$ cat config.mk
export PLATFORM = sky130hd
export DESIGN_NAME = seq_detect_param
export DESIGN_NICKNAME = d
export VERILOG_FILES = /design/src/rtl/seq_pkg.sv /design/src/rtl/seq_next_match.sv /design/src/rtl/seq_detect_param.sv
export SDC_FILE = /design/constraint.sdc
export NUM_CORES = 1
export LEC_CHECK = 0
export BUFFER_PORTS_ARGS = -buffer_cell sky130_fd_sc_hd__buf_4
export CORE_AREA = 5 5 42 44
export CTS_CLUSTER_SIZE = 16
export DETAILED_ROUTE_END_ITERATION = 6
export DIE_AREA = 0 0 47 49
export PLACE_DENSITY = 0.74
export SYNTH_ARGS = -nofsm -noshare
export SYNTH_HDL_FRONTEND = slang
export SYNTH_HIERARCHICAL = 1
export SYNTH_SLANG_ARGS = --single-unit
$ cat constraint.sdc
create_clock -name clk -period 4.3 [get_ports clk]
set_clock_uncertainty 0.2 [all_clocks]
set_input_delay 0.43 -clock clk [delete_from_list [all_inputs] [get_ports clk]]
set_output_delay 0.43 -clock clk [all_outputs]
set_load 0.005 [all_outputs]
$ cat src/rtl/seq_pkg.sv
// rtl/seq_pkg.sv - shared limits and defaults for the parameterised sequence detector
package seq_pkg;
    localparam int PAT_LEN_MIN     = 2;
    localparam int PAT_LEN_MAX     = 16;
    localparam int CNT_W_MIN       = 2;
    localparam int CNT_W_MAX       = 16;
    localparam int DEFAULT_PAT_LEN = 4;
    localparam int DEFAULT_CNT_W   = 8;
    localparam logic [DEFAULT_PAT_LEN-1:0] DEFAULT_PATTERN = 4'b1100;

    function automatic int match_width(input int pat_len);
        return $clog2(pat_len + 1);
    endfunction
endpackage

$ cat src/rtl/seq_next_match.sv
// rtl/seq_next_match.sv - combinational next match length (longest pattern prefix ending at the new bit)
module seq_next_match
    import seq_pkg::*;
#(
    parameter int                  PAT_LEN = DEFAULT_PAT_LEN,
    parameter logic [PAT_LEN-1:0]  PATTERN = DEFAULT_PATTERN,
    parameter int                  M_W     = match_width(PAT_LEN)
) (
    input  logic [M_W-1:0] i_m,
    input  logic           i_x,
    input  logic           i_overlap_en,
    output logic [M_W-1:0] o_next_m
);
    // Matched history is always the first m pattern bits, so the candidate
    // sequence is rebuilt from PATTERN itself rather than stored.
    function automatic logic [M_W-1:0] calc_next(input int m, input logic xb);
        int   best;
        logic ok;
        best = 0;
        for (int k = 1; k <= PAT_LEN; k++) begin
            if (k <= m + 1) begin
                ok = (xb == PATTERN[PAT_LEN-k]);
                for (int i = 0; i < PAT_LEN - 1; i++) begin
                    if (i < k - 1) begin
                        if (PATTERN[PAT_LEN-1-(m+1-k+i)] != PATTERN[PAT_LEN-1-i])
                            ok = 1'b0;
                    end
                end
                if (ok)
                    best = k;
            end
        end
        return M_W'(best);
    endfunction

    logic [M_W-1:0] w_m_eff;

    always_comb begin
        w_m_eff = i_m;
        if (i_m == M_W'(PAT_LEN) && !i_overlap_en)
            w_m_eff = '0;
    end

    always_comb begin
        o_next_m = '0;
        for (int mm = 0; mm <= PAT_LEN; mm++) begin
            if (w_m_eff == M_W'(mm))
                o_next_m = calc_next(mm, i_x);
        end
    end
endmodule

$ cat src/rtl/seq_detect_param.sv
// rtl/seq_detect_param.sv - serial pattern detector: match-length register, Moore flag, saturating hit counter
module seq_detect_param
    import seq_pkg::*;
#(
    parameter int                 PAT_LEN = DEFAULT_PAT_LEN,
    parameter logic [PAT_LEN-1:0] PATTERN = DEFAULT_PATTERN,
    parameter int                 CNT_W   = DEFAULT_CNT_W
) (
    input  logic             clk,
    input  logic             reset,
    input  logic             x,
    input  logic             x_valid,
    input  logic             overlap_en,
    input  logic             clear_cnt,
    output logic             z,
    output logic [CNT_W-1:0] det_count,
    output logic             det_sat
);
    localparam int               M_W     = match_width(PAT_LEN);
    localparam logic [M_W-1:0]   M_FULL  = M_W'(PAT_LEN);
    localparam logic [CNT_W-1:0] CNT_MAX = {CNT_W{1'b1}};

    generate
        if (PAT_LEN < PAT_LEN_MIN || PAT_LEN > PAT_LEN_MAX ||
            CNT_W < CNT_W_MIN || CNT_W > CNT_W_MAX) begin : g_bad_param
            $error("seq_detect_param: PAT_LEN or CNT_W out of range");
        end
    endgenerate

    logic [M_W-1:0]   r_m;
    logic [CNT_W-1:0] r_cnt;
    logic             r_sat;
    logic [M_W-1:0]   w_next_m;
    logic             w_hit;

    seq_next_match #(
        .PAT_LEN (PAT_LEN),
        .PATTERN (PATTERN),
        .M_W     (M_W)
    ) u_next (
        .i_m          (r_m),
        .i_x          (x),
        .i_overlap_en (overlap_en),
        .o_next_m     (w_next_m)
    );

    assign w_hit = x_valid && (w_next_m == M_FULL);

    always_ff @(posedge clk) begin
        if (reset) begin
            r_m   <= '0;
            r_cnt <= '0;
            r_sat <= 1'b0;
        end else begin
            if (x_valid)
                r_m <= w_next_m;
            // A clear wins over a detection landing on the same edge.
            if (clear_cnt) begin
                r_cnt <= '0;
                r_sat <= 1'b0;
            end else if (w_hit && r_cnt != CNT_MAX) begin
                r_cnt <= r_cnt + CNT_W'(1);
                if (r_cnt == CNT_MAX - CNT_W'(1))
                    r_sat <= 1'b1;
            end
        end
    end

    assign z         = (r_m == M_FULL);
    assign det_count = r_cnt;
    assign det_sat   = r_sat;
endmodule

==> summary.txt <==
Clock tree
  • Clk pin slew, worst setup/hold paths: 0.08 ns
  • TritonCTS clock tree: yes
  • Sink Count: 12
  • Total CTS buffers: 3
  • H-tree depth: 1
  • Post_cts resized: 0
  • Clock insertion delay at the later pin of the skew report: 0.28 ns
  • Clock Tree Root: clkbuf_4
  • Hold_buf cts: 0
  • CTS max path bufs: 2
  • Post-CTS Setup Inserts: 0

Routing
  • Vias: 589
  • DRT Wirelength: 1.35 mm
  • First DRT Iteration DRCs: 17
  • ANT nets after route: 0
  • Uppermost routed layer: met4
  • # DRC: 0
  • Per-cell routed wire length: 13.1 µm
  • Wire length on met1: 641 µm
  • First-pass detailed-route iteration total: 4
  • Met2 wire length: 615 µm
  • DR vias/cell: 5.72
  • Met3 Routed Length: 86 µm

Worst setup path
  • Worst Setup End Kind: flop
  • Critical path class: flop to flop
  • CP arrival: 1.92 ns
  • R2R Path Start: r_m[0]
  • Startpoint types: flop
  • Reg2reg path depth: 5
  • Worst path required time: 4.29 ns
  • Slack of the worst reg-to-reg path: 2.36 ns
  • Worst Path Max Fanout: 12
  • Worst Setup SP: r_m[0]
  • End point of the critical path: det_count[5]
  • Worst reg2reg endpoint: det_count[5]

Logic synthesis
  • Async set-reset flop share out of synthesis: 0
  • Most common flop cell mapped by yosys: dfxtp_1
  • Top cells by count, synth: 12 x dfxtp_1, 6 x nor2_1, 5 x mux2i_1
  • Share of the synthesized area in the top cell type: 0.372
  • Seq cells post-synth: 12
  • Post-synth EDFFs: 0
  • Most frequent cell after synthesis: dfxtp_1
  • Syn_nets: 79
  • Avg Synthesized Cell Area: 9.09 µm²
  • Synthesized netlist cell count: 71
  • Yosys warnings: 6
  • Distinct cell type count after synthesis: 30
  • Synthesized area: 646 µm²
  • Cell taking the most area after synthesis: dfxtp_1
  • Synth area leaders: dfxtp_1 37%, mux2i_1 7.8%, nor3b_1 4.7%
  • Share of the yosys chip area belonging to registers: 0.372

Floorplanning
  • Initial core utilization: 0.461
  • Core area: 1400 µm²
  • Row cnt: 14
  • I/O pins: 16
  • Die Span Y: 49 µm
  • Die X: 47 µm
  • Die area: 2300 µm²

Timing
  • Post-route minimum period: 1.94 ns
  • Fin Hold WS: 0.153 ns
  • Final setup violation count: 0
  • Final worst slack: 2.36 ns
  • RSZ-0062 raised after global routing: false
  • Fmax: 517 MHz
  • Post-route clock period utilization: 0.450
  • Slew margin rel.: 0.729
  • Setup TNS: 0 ns
  • Slew Viols, Final: 0
  • Fin. Hold Viols: 0
  • Slew @ Worst Pin: 0.406 ns

Global routing
  • Vias in the first global route: 518
  • First-pass GRT wire length: 2.13 mm
  • Largest net degree at the start of global routing: 13
  • Tot GR Track Use: 0.125
  • Total grt overflow: 0
  • Initial antenna violation count: 0

Layout
  • Ratio of cells with drive above 1 in the final layout: 0.218
  • Area added between synthesis and finish: 22.7%
  • # fillers: 141
  • Fin nets: 96
  • # diodes: 0
  • Final core occ: 0.565

Placement
  • GP Congestion: 0.767
  • Detailed Place HPWL: 964 µm
  • Port Buf Inserts: 14
  • Place WS: 2.30 ns

Run
  • Max Cap Viol: 0

Outcome
  • Status: finished clean

Power and ir drop
  • Reg power frac: 0.525
  • Clk pwr share: 0.417
  • Peak supply drop: 0.000183 V
  • Int Pwr: 170 µW
  • Psw: 46.2 µW
  • Sw frac: 0.214
  • PD cells: 273 nW/µm²
  • Gate power share: 0.058
  • P_leak: 0.000327 µW

Hold path
  • HP Class: input pin to flop
kinds of logic (layout without fill, tap and decap cells):
logic type,Yosys count,count (layout),synth area share
muxes,5,5,0.0775
AOI/OAI and AO/OA,15,15,0.159
xor gates and xnor gates,1,1,0.0136
DFF,12,12,0.372
and+or+nand+nor,33,33,0.310
adders and majority gates,2,2,0.0388
buffers and inverters,3,19,0.0291
worst min path at each step:
stage | startpoint | end | slack (ns) | cells after the start
finish | reset | r_m[2] | 0.15 | 2
global route | reset | r_m[1] | 0.15 | 2
CTS | reset | r_m[2] | 0.14 | 2
detailed placement | det_sat | det_sat | 0.27 | 2
global placement | det_sat | det_sat | 0.25 | 2
floorplan | det_sat | det_sat | 0.26 | 2
per-layer routing:
metal	GRT usage	vias up
li1	-	301
met1	0.160	270
met2	0.181	16
met3	0.0554	2
met4	0.0461	0
met5	0	-
worst max-delay path: stages, from the launching register on:
cell and delay, ns:
dfxtp_1 0.44, xor2_1 0.17, o22ai_1 0.10, and4bb_1 0.53, a31oi_1 0.15, a311oi_1 0.27
per-stage QoR:
stage / cell area, µm² / total power, µW / cells
3_5_place_dp: 756 / 129 / 99
6_report: 792 / 217 / 103
4_1_cts: 792 / 219 / 103
2_1_floorplan: 646 / 123 / 71
5_1_grt: 792 / 226 / 103
3_3_place_gp: 756 / 128 / 99
cell usage in the layout (no fill, tap or decap), types with 4 or more instances in the layout:
master,netlist,layout
buf_4,0,14
dfxtp_1,12,12
mux2i_1,5,5
nand2_1,4,4
nor2_1,6,6
nor3b_1,4,4
registers in the layout (all words and copies together) (netlist names):
name       count
det_count      8
det_sat        1
r_m            3
layout make-up:
class	count	area, µm²	share of cell area
multi-input combinational	56	387	0.488
sequential	12	240	0.303
timing repair buffer	14	105	0.133
clock buffer	4	36.3	0.0458
tap	16	20.0	0.0253
inverter	1	3.75	0.00474
power groups by stage:
stage | clock, µW | sequential, µW | combinational, µW
6_report | 90.3 | 114 | 12.6
5_1_grt | 97.7 | 114 | 14.3
3_3_place_gp | 0 | 116 | 12.3
2_1_floorplan | 0 | 116 | 7.26
3_5_place_dp | 0 | 116 | 12.7
4_1_cts | 92.8 | 114 | 12.7
No activity file was read; power rests on OpenSTA's default activity.
